--- config.mk ---
export PLATFORM = sky130hd
export DESIGN_NAME = pc_redirect_ctrl_flat
export DESIGN_NICKNAME = d
export VERILOG_FILES = /design/src/rtl/pc_redirect_ctrl_pkg.sv /design/src/rtl/pc_redirect_ctrl_if.sv /design/src/rtl/pc_redirect_ctrl_prio_sel.sv /design/src/rtl/pc_redirect_ctrl.sv /design/src/flat_wrapper.sv
export SDC_FILE = /design/constraint.sdc
export NUM_CORES = 1
export LEC_CHECK = 0
export ABC_AREA = 1
export BUFFER_PORTS_ARGS = -buffer_cell sky130_fd_sc_hd__buf_2
export CORE_MARGIN = 2
export CORE_UTILIZATION = 42
export DETAILED_ROUTE_END_ITERATION = 8
export PLACE_DENSITY = 0.89
export SYNTH_ARGS = -nofsm -noshare
export SYNTH_HDL_FRONTEND = slang
export SYNTH_SLANG_ARGS = --single-unit
--- constraint.sdc ---
create_clock -name clk -period 2 [get_ports clk]
set_input_delay 0.4 -clock clk [delete_from_list [all_inputs] [get_ports clk]]
set_output_delay 0.4 -clock clk [all_outputs]
set_load 0.02 [all_outputs]
--- src/rtl/pc_redirect_ctrl_pkg.sv ---
// Shared types for the PC redirect controller: FSM states and redirect source ids.
package pc_redirect_pkg;
  localparam int XLEN = 32;

  typedef enum logic [1:0] {
    S_IDLE     = 2'd0,
    S_REDIRECT = 2'd1,
    S_SHADOW   = 2'd2
  } state_e;

  typedef enum logic [1:0] {
    SRC_NONE  = 2'd0,
    SRC_TRAP  = 2'd1,
    SRC_BTYPE = 2'd2,
    SRC_JALR  = 2'd3
  } src_e;
endpackage

--- src/rtl/pc_redirect_ctrl_if.sv ---
// Redirect bus between EXE/CSR request sources, the IF PC mux and the pipeline flush lines.
interface pc_redirect_ctrl_if #(
  parameter int XLEN  = 32,
  parameter int CNT_W = 16
);
  import pc_redirect_pkg::*;

  logic             TRAP_vld;
  logic [XLEN-1:0]  TRAP_ADDR;
  logic             BTYPE_FLUSH;
  logic [XLEN-1:0]  BTYPE_REAL_ADDR;
  logic             JALR_vld;
  logic [XLEN-1:0]  JALR_ADDR;
  // REDIR_vld/IF_ready: a transfer happens on a rising edge where both are high;
  // REDIR_ADDR is stable while REDIR_vld is high unless a trap re-targets it.
  logic             IF_ready;
  logic             REDIR_vld;
  logic [XLEN-1:0]  REDIR_ADDR;
  logic             FLUSH_IFID;
  logic             FLUSH_IDEX;
  logic [CNT_W-1:0] REDIR_cnt;
  state_e           dbg_state;

  modport master (
    input  TRAP_vld, TRAP_ADDR, BTYPE_FLUSH, BTYPE_REAL_ADDR, JALR_vld, JALR_ADDR, IF_ready,
    output REDIR_vld, REDIR_ADDR, FLUSH_IFID, FLUSH_IDEX, REDIR_cnt, dbg_state
  );

  modport slave (
    output TRAP_vld, TRAP_ADDR, BTYPE_FLUSH, BTYPE_REAL_ADDR, JALR_vld, JALR_ADDR, IF_ready,
    input  REDIR_vld, REDIR_ADDR, FLUSH_IFID, FLUSH_IDEX, REDIR_cnt, dbg_state
  );
endinterface

--- src/rtl/pc_redirect_ctrl_prio_sel.sv ---
// Fixed-priority pick among trap, branch and JALR redirect requests (TRAP > BTYPE > JALR).
module redirect_prio_sel #(
  parameter int XLEN = 32
) (
  input  logic                     trap_vld_i,
  input  logic [XLEN-1:0]          trap_addr_i,
  input  logic                     btype_vld_i,
  input  logic [XLEN-1:0]          btype_addr_i,
  input  logic                     jalr_vld_i,
  input  logic [XLEN-1:0]          jalr_addr_i,
  output pc_redirect_pkg::src_e    src_o,
  output logic [XLEN-1:0]          addr_o
);
  import pc_redirect_pkg::*;

  always_comb begin
    src_o  = SRC_NONE;
    addr_o = '0;
    if (trap_vld_i) begin
      src_o  = SRC_TRAP;
      addr_o = trap_addr_i;
    end else if (btype_vld_i) begin
      src_o  = SRC_BTYPE;
      addr_o = btype_addr_i;
    end else if (jalr_vld_i) begin
      src_o  = SRC_JALR;
      addr_o = jalr_addr_i;
    end
  end
endmodule

--- src/rtl/pc_redirect_ctrl.sv ---
// PC redirect sequencer: latches the winning redirect target, hands it to IF and
// holds IF/ID flushed for a shadow window after IF takes it.
module pc_redirect_ctrl #(
  parameter int XLEN   = 32,
  parameter int SHADOW = 2,
  parameter int CNT_W  = 16
) (
  input logic           clk,
  input logic           rst,
  pc_redirect_ctrl_if.master bus
);
  import pc_redirect_pkg::*;

  localparam int SCNT_W = (SHADOW > 1) ? $clog2(SHADOW) : 1;
  localparam logic [XLEN-1:0] BIT0_MASK = {{(XLEN-1){1'b0}}, 1'b1};

  state_e            state_q;
  logic [XLEN-1:0]   addr_q;
  logic [CNT_W-1:0]  cnt_q;
  logic [SCNT_W-1:0] scnt_q;

  src_e              sel_src;
  logic [XLEN-1:0]   sel_addr;
  logic [XLEN-1:0]   lat_addr;
  logic              any_req;

  redirect_prio_sel #(.XLEN(XLEN)) u_prio_sel (
    .trap_vld_i   (bus.TRAP_vld),
    .trap_addr_i  (bus.TRAP_ADDR),
    .btype_vld_i  (bus.BTYPE_FLUSH),
    .btype_addr_i (bus.BTYPE_REAL_ADDR),
    .jalr_vld_i   (bus.JALR_vld),
    .jalr_addr_i  (bus.JALR_ADDR),
    .src_o        (sel_src),
    .addr_o       (sel_addr)
  );

  assign any_req  = (sel_src != SRC_NONE);
  // Targets are at least halfword aligned; bit0 never reaches the PC.
  assign lat_addr = sel_addr & ~BIT0_MASK;

  // Outside IDLE only a trap can win the selector, so lat_addr is the trap target there.
  always_ff @(posedge clk or posedge rst) begin
    if (rst) begin
      state_q <= S_IDLE;
      addr_q  <= '0;
      cnt_q   <= '0;
      scnt_q  <= '0;
    end else begin
      case (state_q)
        S_IDLE: begin
          if (any_req) begin
            addr_q  <= lat_addr;
            state_q <= S_REDIRECT;
          end
        end
        S_REDIRECT: begin
          if (bus.TRAP_vld) begin
            addr_q <= lat_addr;
          end else if (bus.IF_ready) begin
            if (cnt_q != '1) cnt_q <= cnt_q + 1'b1;
            if (SHADOW > 0) begin
              state_q <= S_SHADOW;
              scnt_q  <= SCNT_W'(SHADOW - 1);
            end else begin
              state_q <= S_IDLE;
            end
          end
        end
        S_SHADOW: begin
          if (bus.TRAP_vld) begin
            addr_q  <= lat_addr;
            state_q <= S_REDIRECT;
          end else if (scnt_q == '0) begin
            state_q <= S_IDLE;
          end else begin
            scnt_q <= scnt_q - 1'b1;
          end
        end
        default: state_q <= S_IDLE;
      endcase
    end
  end

  assign bus.REDIR_vld  = (state_q == S_REDIRECT);
  assign bus.REDIR_ADDR = addr_q;
  assign bus.REDIR_cnt  = cnt_q;
  assign bus.dbg_state  = state_q;
  assign bus.FLUSH_IFID = !rst && ((state_q != S_IDLE) || any_req);
  assign bus.FLUSH_IDEX = !rst && ((state_q == S_IDLE) ? any_req : bus.TRAP_vld);
endmodule

--- src/flat_wrapper.sv ---
// flat-port wrapper written by rule: the top's interface ports become plain ports
module pc_redirect_ctrl_flat import pc_redirect_pkg::*;
#(
  parameter int XLEN   = 32,
  parameter int SHADOW = 2,
  parameter int CNT_W  = 16
)
  (clk, rst, bus_TRAP_vld, bus_TRAP_ADDR, bus_BTYPE_FLUSH, bus_BTYPE_REAL_ADDR, bus_JALR_vld, bus_JALR_ADDR, bus_IF_ready, bus_REDIR_vld, bus_REDIR_ADDR, bus_FLUSH_IFID, bus_FLUSH_IDEX, bus_REDIR_cnt, bus_dbg_state);
  pc_redirect_ctrl_if #(.XLEN(XLEN), .CNT_W(CNT_W)) bus_i ();
  input logic clk;
  input logic rst;
  input wire logic [$bits(bus_i.TRAP_vld)-1:0] bus_TRAP_vld;
  input wire logic [$bits(bus_i.TRAP_ADDR)-1:0] bus_TRAP_ADDR;
  input wire logic [$bits(bus_i.BTYPE_FLUSH)-1:0] bus_BTYPE_FLUSH;
  input wire logic [$bits(bus_i.BTYPE_REAL_ADDR)-1:0] bus_BTYPE_REAL_ADDR;
  input wire logic [$bits(bus_i.JALR_vld)-1:0] bus_JALR_vld;
  input wire logic [$bits(bus_i.JALR_ADDR)-1:0] bus_JALR_ADDR;
  input wire logic [$bits(bus_i.IF_ready)-1:0] bus_IF_ready;
  output wire logic [$bits(bus_i.REDIR_vld)-1:0] bus_REDIR_vld;
  output wire logic [$bits(bus_i.REDIR_ADDR)-1:0] bus_REDIR_ADDR;
  output wire logic [$bits(bus_i.FLUSH_IFID)-1:0] bus_FLUSH_IFID;
  output wire logic [$bits(bus_i.FLUSH_IDEX)-1:0] bus_FLUSH_IDEX;
  output wire logic [$bits(bus_i.REDIR_cnt)-1:0] bus_REDIR_cnt;
  output wire logic [$bits(bus_i.dbg_state)-1:0] bus_dbg_state;
  assign bus_i.TRAP_vld = bus_TRAP_vld;
  assign bus_i.TRAP_ADDR = bus_TRAP_ADDR;
  assign bus_i.BTYPE_FLUSH = bus_BTYPE_FLUSH;
  assign bus_i.BTYPE_REAL_ADDR = bus_BTYPE_REAL_ADDR;
  assign bus_i.JALR_vld = bus_JALR_vld;
  assign bus_i.JALR_ADDR = bus_JALR_ADDR;
  assign bus_i.IF_ready = bus_IF_ready;
  assign bus_REDIR_vld = bus_i.REDIR_vld;
  assign bus_REDIR_ADDR = bus_i.REDIR_ADDR;
  assign bus_FLUSH_IFID = bus_i.FLUSH_IFID;
  assign bus_FLUSH_IDEX = bus_i.FLUSH_IDEX;
  assign bus_REDIR_cnt = bus_i.REDIR_cnt;
  assign bus_dbg_state = bus_i.dbg_state;
  pc_redirect_ctrl #(.XLEN(XLEN), .SHADOW(SHADOW), .CNT_W(CNT_W)) u_core (.clk(clk), .rst(rst), .bus(bus_i));
endmodule
==> results.toml <==
[run_status]
status = "complete, no violations"

[power_and_ir_drop]
p_leak_nw = 2.137
power_density_mw_per_mm2 = 1169
ir_drop_mv = 0.9573
power_mw = 4.776

[worst_setup_path]
slowest_stage = "dfrtp_2"
cp-start-kind = "flip-flop"
crit_path_max_incr_delay_ns = 0.45
cp_cell_sequence = "inv_2, ha_2, inv_2, a211oi_2, buf_4"
worstPathRequired_ns = 1.60
crit_fanout = 5
path_class = "reg2out"
path_common_cell = "inv_2"
endpoint_kind = "output port"
arrival_ns = 1.50

[yosys]
ys_seq_area_frac = 0.3949
synth_edf_count = 0
synth_cells = 434
synth_top_cell_area_share = 0.3949
avgSynthCellArea_sq_um = 7.300
synth_cell_types = 31
synth-simple-area-share = 0.3246
synthAdderAreaFrac = 0.02370
yosys-top-cells-area = "dfrtp_1 39%, nand2_1 19%, o21ai_0 5.4%"
synth_top_area_cell = "dfrtp_1"
synth_top_family_by_area = "simple AND/OR/NAND/NOR gates"
syn_nets = 542
synthFlopType = "dfrtp_1"
synth.top_cells.by_count = "161 x nand2_1, 50 x dfrtp_1, 34 x o21ai_0"
synthXorXnorAreaFrac = 0.01106
netlist_area_sq_mm = 0.003168
yosys_warnings = 0
synth_compound_area_frac = 0.1619
ys_ff_latch = 50
yosysMostFrequentCell = "nand2_1"
synth-async-reset-ratio = 1.000
synthMuxAreaShare = 0

[clock_tree]
cts_tree = "done"
cts_root_buf = "clkbuf_8"
cts_made_buffers = 5
clock-sinks = 50
cts_max_path_buffers = 2
clkLatencyLatePin_ns = 0.30
cts_hold_repair.buffers = 0
path_clk_slew_ns = 0.10
htreeDepth = 2

[floorplan]
die_width_microns = 90.85
dieArea_sq_mm = 0.008254
core_area_sq_mm = 0.007292
row_count = 31
start_util = 0.4345
io_pins = 155
dieHeight_microns = 90.85

[timing]
hold_viol = 0
tns_ns = 0
worst_slack_ns = 0.1023
grt_setup_unrepaired = "false"
max_slew_margin = 0.5776
finalMaxSlewViolations = 0
tightest_slew_ns = 0.6336
max_freq_mhz = 527.0
setup_violations = 0
finClkSkew_ns = 0.01150
fin_crit_sh = 0.9488
period_minus_slack_ns = 1.898

[route]
wl_per_cell_microns = 13.16
ant_nets = 0
drt-total-wl_microns = 8951
drc_errors = 0
vias = 3404
via_per_inst = 5.006
first_pass_iters = 4
drtIter0Drc = 115

[grt]
antenna_found_initial = 0
grt_overflow = 0
grt_pass1_wl_microns = 14950
grt_usage = 0.2179
grt_pass1_vias = 3358
grt_start_max_net_pins = 51

[place]
port_buffers = 150
globalplace.congestion = 0.9118
hpwl_microns = 6707
post-place-ws_ns = 0.2257

[finish]
drive_gt1_frac = 0.3511
diodes = 0
fillCellCount = 696
areaGrowthSynthToFinish_pct = 28.95
multi_input_area_sq_mm = 0.001663
regArea_sq_mm = 0.001252
fin_nets = 688

[job]
cap_viol_max_count = 0

[hold_path]
worstHoldPathType = "in2async"
stage by stage:
stage	cell area, sq um	util	instances	hold WS, ns
floorplan	3172	-	434	0.4466
global placement	3945	0.5410	667	0.4680
detailed placement	3945	0.5410	667	0.4726
CTS	4044	0.5546	675	0.3466
global route	4085	0.5602	680	0.3762
finish	4085	0.5602	680	0.3156
flip-flops by register name, indices dropped and copies added (netlist names):
name / count
u_core.scnt_q: 1
u_core.bus.REDIR_ADDR: 31
u_core.bus.REDIR_cnt: 16
u_core.bus.dbg_state: 2
cell type report:
cell class,instances,share of cell area
clock buffers,7,0.02113
multi-input cells,337,0.4070
inverters,23,0.02236
repair buffers,163,0.2113
well taps,99,0.03032
flip-flops and latches,50,0.3066
clock inverters,1,0.001225
cells in the final DEF (no fill, tap or decap), drive strengths merged:
master,Yosys,final
o211ai,1,1
a21oi,32,32
nand4,2,2
clkbuf,7,7
nor2,24,24
nand3,28,28
ha,6,6
conb,1,1
buf,17,163
a211oi,1,1
clkinvlp,0,1
o21ai,66,66
nand3b,2,2
inv,22,21
xor2,3,3
clkinv,1,2
xnor2,1,1
a21boi,1,1
dfrtp,50,50
nor3,1,1
nand2,168,168
cells by family (layout without fill, tap and decap cells):
family,count (synthesis),after routing
compound gates,101,101
xor+xnor,4,4
fa+ha+maj,6,6
buf+inv,47,194
flops,50,50
other cells,1,1
simple gates,225,225
critical path, delay by kind of cell, from the launching register on:
| kind | cells | cell delay, ns |
|---|---|---|
| flip-flops | 1 | 0.45 |
| buffers and inverters | 3 | 0.32 |
| AO/OA/AOI/OAI | 1 | 0.23 |
| adder cells (fa/ha/maj) | 1 | 0.18 |
what timing repair did:
| item | in CTS | in global routing |
|---|---|---|
| buffers inserted | 0 | 5 |
| resized for setup | 2 | 5 |
| setup endpoints to repair | 1 | 2 |
| gates cloned | 0 | 0 |
| pin swaps | 0 | 1 |
worst paths after layout:
| check | slack [ns] | startpoint | to | depth (start not counted) |
|---|---|---|---|---|
| max | 0.10 | u_core.bus.dbg_state[0]$_DFFE_PP0P_ | bus_FLUSH_IDEX | 5 |
| min | 0.32 | rst | u_core.bus.REDIR_ADDR[28]$_DFFE_PP0P_ | 3 |
| max reg2reg | 0.30 | u_core.bus.dbg_state[1]$_DFFE_PP0P_ | u_core.bus.REDIR_cnt[14]$_DFFE_PP0P_ | 9 |
| min reg2reg | 0.49 | u_core.bus.REDIR_ADDR[13]$_DFFE_PP0P_ | u_core.bus.REDIR_ADDR[13]$_DFFE_PP0P_ | 2 |
| max in group asynchronous | 1.24 | rst | u_core.bus.dbg_state[0]$_DFFE_PP0P_ | 3 |
| min in group clk | 0.37 | bus_TRAP_ADDR[18] | u_core.bus.REDIR_ADDR[18]$_DFFE_PP0P_ | 3 |
report_power, final:
group          internal [mW]  leakage [nW]  total, mW  switching [mW]
clock network          0.280        0.0482      0.619           0.339
logic                  0.910          1.45       2.49            1.59
registers               1.41         0.635       1.66           0.253
routing by layer:
| metal | track usage | wire length, microns | vias to the layer above | share of wire |
|---|---|---|---|---|
| met5 | 0 | 0 | - | 0 |
| met4 | 0.06944 | 176 | 0 | 0.020 |
| met3 | 0.04508 | 519 | 18 | 0.058 |
| met2 | 0.4005 | 4778 | 125 | 0.53 |
| met1 | 0.2524 | 3476 | 1567 | 0.39 |
| li1 | - | - | 1694 | - |
No activity file was read; power rests on OpenSTA's default activity.
